===== src/rtl/jtag_tap_ctrl.sv =====
// TAP controller for the s9234 boundary/internal scan wrapper: 16-state TMS FSM,
// instruction register, bypass bit, DR enable decode and the final TDO mux.
module jtag_tap_ctrl #(
  parameter int                 IR_LEN     = 4,
  parameter logic [IR_LEN-1:0]  OP_EXTEST  = IR_LEN'(0),
  parameter logic [IR_LEN-1:0]  OP_SAMPLE  = IR_LEN'(1),
  parameter logic [IR_LEN-1:0]  OP_INTSCAN = IR_LEN'(2),
  parameter logic [IR_LEN-1:0]  OP_BYPASS  = '1
) (
  input  logic              CK,
  input  logic              RST,
  input  logic              TMS,
  input  logic              TDI,
  input  logic              TDO_BSR,
  input  logic              TDO_ISR,
  output logic              clockdr,
  output logic              updatedr,
  output logic              shiftdr,
  output logic              clockdr_is,
  output logic              updatedr_is,
  output logic              shiftdr_is,
  output logic              extest,
  output logic              TDO,
  output logic              TDO_EN,
  output logic [3:0]        tap_state,
  output logic [IR_LEN-1:0] ir_out
);

  typedef enum logic [3:0] {
    TLR    = 4'd0,  RTI    = 4'd1,  SEL_DR = 4'd2,  CAP_DR = 4'd3,
    SH_DR  = 4'd4,  EX1_DR = 4'd5,  PA_DR  = 4'd6,  EX2_DR = 4'd7,
    UPD_DR = 4'd8,  SEL_IR = 4'd9,  CAP_IR = 4'd10, SH_IR  = 4'd11,
    EX1_IR = 4'd12, PA_IR  = 4'd13, EX2_IR = 4'd14, UPD_IR = 4'd15
  } tap_state_e;

  tap_state_e        state_q, state_d;
  logic [IR_LEN-1:0] ir_sr_q;
  logic              byp_q;
  logic              sel_bsr, sel_isr, sel_byp;
  logic              in_cap_dr, in_sh_dr, in_upd_dr, in_sh_ir;

  always_ff @(posedge CK) begin
    // NOTE: sequential state always uses <= so every flop samples pre-edge values.
    if (RST) state_q <= TLR;
    else     state_q <= state_d;
  end

  always_comb begin
    // NOTE: default assigned first so every path drives state_d and no latch is inferred.
    state_d = state_q;
    case (state_q)
      TLR:    state_d = TMS ? TLR    : RTI;
      RTI:    state_d = TMS ? SEL_DR : RTI;
      SEL_DR: state_d = TMS ? SEL_IR : CAP_DR;
      CAP_DR: state_d = TMS ? EX1_DR : SH_DR;
      SH_DR:  state_d = TMS ? EX1_DR : SH_DR;
      EX1_DR: state_d = TMS ? UPD_DR : PA_DR;
      PA_DR:  state_d = TMS ? EX2_DR : PA_DR;
      EX2_DR: state_d = TMS ? UPD_DR : SH_DR;
      UPD_DR: state_d = TMS ? SEL_DR : RTI;
      SEL_IR: state_d = TMS ? TLR    : CAP_IR;
      CAP_IR: state_d = TMS ? EX1_IR : SH_IR;
      SH_IR:  state_d = TMS ? EX1_IR : SH_IR;
      EX1_IR: state_d = TMS ? UPD_IR : PA_IR;
      PA_IR:  state_d = TMS ? EX2_IR : PA_IR;
      EX2_IR: state_d = TMS ? UPD_IR : SH_IR;
      UPD_IR: state_d = TMS ? SEL_DR : RTI;
    endcase
  end

  assign in_cap_dr = (state_q == CAP_DR);
  assign in_sh_dr  = (state_q == SH_DR);
  assign in_upd_dr = (state_q == UPD_DR);
  assign in_sh_ir  = (state_q == SH_IR);

  assign sel_bsr = (ir_out == OP_EXTEST) || (ir_out == OP_SAMPLE);
  assign sel_isr = (ir_out == OP_INTSCAN);
  assign sel_byp = !sel_bsr && !sel_isr;

  // Active instruction only moves in UPD_IR, or falls back to BYPASS on entering TLR.
  always_ff @(posedge CK) begin
    if (RST) begin
      ir_sr_q <= '0;
      ir_out  <= OP_BYPASS;
      byp_q   <= 1'b0;
    end else begin
      if (state_q == CAP_IR)  ir_sr_q <= IR_LEN'(1);
      else if (in_sh_ir)      ir_sr_q <= {TDI, ir_sr_q[IR_LEN-1:1]};

      if (state_q == UPD_IR)  ir_out <= ir_sr_q;
      else if (state_d == TLR) ir_out <= OP_BYPASS;

      if (sel_byp && in_cap_dr)     byp_q <= 1'b0;
      else if (sel_byp && in_sh_dr) byp_q <= TDI;
    end
  end

  assign clockdr     = sel_bsr && (in_cap_dr || in_sh_dr);
  assign shiftdr     = sel_bsr && in_sh_dr;
  assign updatedr    = sel_bsr && in_upd_dr;
  assign clockdr_is  = sel_isr && (in_cap_dr || in_sh_dr);
  assign shiftdr_is  = sel_isr && in_sh_dr;
  assign updatedr_is = sel_isr && in_upd_dr;

  assign extest    = (ir_out == OP_EXTEST);
  assign TDO_EN    = in_sh_ir || in_sh_dr;
  assign tap_state = state_q;

  always_comb begin
    TDO = 1'b0;
    if (in_sh_ir)     TDO = ir_sr_q[0];
    else if (in_sh_dr) begin
      if (sel_bsr)      TDO = TDO_BSR;
      else if (sel_isr) TDO = TDO_ISR;
      else              TDO = byp_q;
    end
  end

endmodule


===== config.mk =====
export PLATFORM = sky130hd
export DESIGN_NAME = jtag_tap_ctrl
export DESIGN_NICKNAME = d
export VERILOG_FILES = /design/src/rtl/jtag_tap_ctrl.sv
export SDC_FILE = /design/constraint.sdc
export NUM_CORES = 1
export LEC_CHECK = 0
export CAP_MARGIN = 20
export CORE_UTILIZATION = 46
export DETAILED_ROUTE_END_ITERATION = 7
export GPL_ROUTABILITY_DRIVEN = 0
export PLACE_DENSITY = 0.89
export SYNTH_ARGS = -nofsm -noshare
export SYNTH_HDL_FRONTEND = slang
export SYNTH_SLANG_ARGS = --single-unit

===== constraint.sdc =====
create_clock -name CK -period 1.8 [get_ports CK]
set_input_delay 0.18 -clock CK [delete_from_list [all_inputs] [get_ports CK]]
set_output_delay 0.18 -clock CK [all_outputs]
set_load 0.005 [all_outputs]

======== Yosys cells after proc, flatten, opt, wreduce, memory -nomap -nowiden ========
Cells that the tools add are included.
storage, ports and cells
  logic and storage cells ................. 67
  input port bits ......................... 6
  flip-flop bits (word level) ............. 13
  output and inout bits ................... 17
cells by class
  equality and inequality tests ........... 17
  muxes and demuxes ....................... 21
  reductions and logical operators ........ 24
operators by type and width
  kind                                           count
  case mux 4 bit (12 select lines)               1
  == test 4 bit, second input constant           8
  two-way mux 4 bit                              6
  == test 4 x 3 -> 1 bit, second input constant  4
  == test 4 x 2 -> 1 bit, second input constant  3
  logical NOT 4 bit                              3
  logical AND 1 bit                              9
  two-way mux 1 bit                              9
  == test 4 x 1 -> 1 bit, second input constant  2
  OR reduction 2 bit                             4
  two-way mux 2 bit                              3
  two-way mux 3 bit                              2
  nonzero test 2 bit                             2
  logical OR 1 bit                               3
  OR reduction 3 bit                             1
  logical NOT 1 bit                              2

======== Longest topological paths before layout ========
  depth in word-level cells ............... 6
  gate-level depth with buffers ........... 5
  gate-level depth less buffers ........... 3

======== Worst setup path before layout ========
Ideal clock, no wire load.
  path type ............................... register to register
  from .................................... register state_q[1], in the netlist tap_state[1]
  to ...................................... register byp_q
  clock period less this slack ............ 1.602 ns
  cell stages (with the launch flop) ...... 5
  buffers on the path ..................... 1
  slack ................................... 0.198 ns
  required time ........................... 1.726 ns
  library setup time ...................... 0.074 ns
  arrival ................................. 1.528 ns
  path through ............................ dfxtp_1 buf_6 or4b_4 or4b_1 o21ai_0
on the way
  cells in the longest elaborated chain, start to end .. 3
  elaborated cells between the ends (all ways) .. 5
  classes of those cells .................. 2 x eq/ne; 3 x reduce/logical
ends and longest elaborated chain
  element                              RTL line  RTL
  start: declaration                   36        tap_state_e state_q, state_d;
  start signal: assignment             45        else state_q <= state_d;
  == test 4 x 2 -> 1 bit               71        assign in_cap_dr = (state_q == CAP_DR);
  logical AND 1 bit                    93        if (sel_byp && in_cap_dr) byp_q <= 1'b0;
  OR reduction 2 bit (no source line)  -
  end signal: assignment               85        byp_q <= 1'b0;
  end signal: assignment               93
  end signal: assignment               94        else if (sel_byp && in_sh_dr) byp_q <= TDI;
  end: declaration                     38        logic byp_q;
Parallel ways exist; a longest one is shown, timed or not.
A chain may end at the register's enable or synchronous reset.

======== Worst setup path in the final report ========
Ends and elaborated chain as after synthesis.

==> out/qor.txt <==
post-synthesis simple-gate area fraction: 35.2%
Core Area: 0.00159 mm²
die height: 44.3 µm
worst setup margin: -2.52 ps
worst path cell trace: or4b_4, buf_6, buf_6, or4b_1, o21ai_1
Overall Global Routing Usage: 27.0%
Final #Nets: 146
largest net degree at the start of global routing: 18
top cells by count, synth: dfxtp_1, a21oi_1, clkbuf_1, nand2_1
prevailing post-synth register cell: dfxtp_1
slowest CP cell: or4b_4
failing checks: negative setup slack
Fmax: 555 MHz
number of global-route vias before repair: 889
H-tree levels: 1
Worst setup EP type: flip-flop
Final Max Tran Viols: 0
actual slew at the worst max-slew pin: 294 ps
wire per inst: 15.0 µm
Period Utilization, post-route: 100%
Yosys top cell by area: dfxtp_1
CTS Buffer Depth: 2
DR vias/cell: 5.82
diode count: 0
DRT iter0 DRCs: 36
TNS Setup: -2.52 ps
initial core utilization: 51.7%
DRC Markers: 0
DIE WIDTH: 44.3 µm
WP data arrival: 2020 ps
antenna-violating nets left: 0
mux share of post-synthesis cell area: 0%
final hold violations: 0
Cell Area, Placed: 0.00113 mm²
Max IR drop VDD: 0.472 mV
Gate Count Post-Synth: 104
# IOs: 23
1st-pass router iterations: 4
ranking of synthesized cells by area: dfxtp_1, a21oi_1, o32a_1
crit start category: flip-flop
Clock Sinks: 13
Design Area, Final: 0.00123 mm²
Post-Synth Adder-Cell Area: 0%
yosys warns: 0
synthesized area per cell: 7.93 µm²
syn nets: 110
max_cap viols: 0
worst-path maximum fanout: 4
CTS Buf Count: 3
relative slew slack: 79.9%
Post-Synth XOR/XNOR Area: 2.12%
die area: 0.00197 mm²
post-detail-place hpwl: 1620 µm
Worst setup startpoint: tap_state[1]
Synth-to-Final Area Change: 49.3%
count leader, synth: dfxtp_1
IO Port Bufs: 22
Congestion Overflow GR: 0
CTS tree: built
initial antenna violation count: 0
hold_buf cts: 0
CP Class: flip-flop to flip-flop
Synth Area in Compound Gates: 24.1%
largest family of logic cells by synthesized area: simple AND/OR/NAND/NOR gates
fin crit period: 1800 ps
HP Class: flip-flop to flip-flop
dpl ws: -85.5 ps
register area share after synthesis: 31.6%
WL final: 2450 µm
Syn Std Cell Area: 825 µm²
Worst-path clk slew: 80 ps
worst reg2reg path startpoint: tap_state[1]
RSZ-0062 raised after global routing: yes
final core utilization: 77.2%
CTS root buffer: clkbuf_4
crit-path most repeated cell: buf_6
share of the synthesized area in the top cell type: 31.6%
layout cells sized above 1: 29.5%
min-delay src: ir_sr_q[3]
Worst-Skew Late Latency: 280 ps
Site Rows: 14
pwr/cell area: 548 mW/mm²
Async S/R FF share, synth: 0%
via count: 948
CP peak stage delay: 550 ps
Layout Skew: 2.96 ps
Leak Pwr: 0.000476 µW
Post-synth EDFFs: 0
outcome: complete, but fails checks
final setup violation count: 1
Seq cells post-synth: 13
first-pass GRT wire length: 3870 µm
Data required, critical path: 2020 ps
library cells used by synthesis: 37
total power: 674 µW
[state kept, by name, indices dropped and copies added (netlist names)]
name / count
ir_out: 4
ir_sr_q: 4
tap_state: 4
byp_q: 1
[cell type report]
cell class                      instances  area, µm²
Tap cell                               24       30.0
Sequential cell                        13        273
Fill cell                             106        363
Clock buffer                            4       26.3
Multi-Input combinational cell         78        536
Timing Repair Buffer                   41        355
Inverter                                3       11.3
[critical path, delay by kind of cell, from the launching register on]
kind	cells	cell delay [ps]
buffers and inverters	2	240
and+or+nand+nor	2	1050
AOI/OAI and AO/OA	1	80
DFF	1	360
[timing repair]
action / 4_1_cts / 5_1_grt
setup buffers: 3 / 3
setup endpoints to repair: 8 / 7
pin swaps: 2 / 5
gates resized for setup: 28 / 14
[metal layers]
layer  share of wire (%)  GRT usage [%]  vias to the layer above
li1                    -              -                      461
met1                  42           31.3                      451
met2                  53           46.2                       32
met3                 3.3           4.08                        4
met4                 1.8           17.0                        0
met5                   0              0                        -
[through the flow]
stage / instances / hold slack (ps)
after global routing: 163 / 514
after detailed placement: 153 / 466
after CTS: 160 / 480
final: 163 / 481
after floorplan: 104 / 329
after global placement: 153 / 458
[logic make-up (layout without fill, tap and decap cells)]
group / Yosys count / after routing
AO/OA/AOI/OAI: 29 / 29
XOR/XNOR: 2 / 2
AND/OR/NAND/NOR: 47 / 47
buffers and inverters: 13 / 48
flip-flops: 13 / 13
[worst paths after layout]
check,endpoint,slack [ps],depth (start not counted)
worst min-delay path,ir_sr_q[3],480,2
worst max register to register,byp_q,-3,5
worst max-delay path,byp_q,-3,5
worst min register to register,ir_sr_q[3],480,2
[layout by cell type, fill, tap and decap left out, types with 2 or more instances in the layout]
master / count
a31oi_1: 3
nor4_2: 2
nand3b_1: 2
xor2_1: 2
dlygate4sd2_1: 3
buf_2: 4
nor2b_1: 2
nor4b_1: 3
nor2_1: 5
buf_6: 5
nand2b_1: 6
a21oi_1: 8
clkdlybuf4s50_1: 13
nand3_1: 4
inv_1: 3
o32a_1: 4
or2_2: 2
dfxtp_1: 9
a211oi_1: 2
nand2_1: 6
o21ai_0: 3
dfxtp_4: 3
clkbuf_4: 3
buf_4: 14
nor4_1: 3
[power breakdown]
part,switching (µW),total [µW],internal [µW]
combinational,85.4,180,94.3
sequential,10.3,306,296
clock,102,188,86.2
No activity file was read; power rests on OpenSTA's default activity.
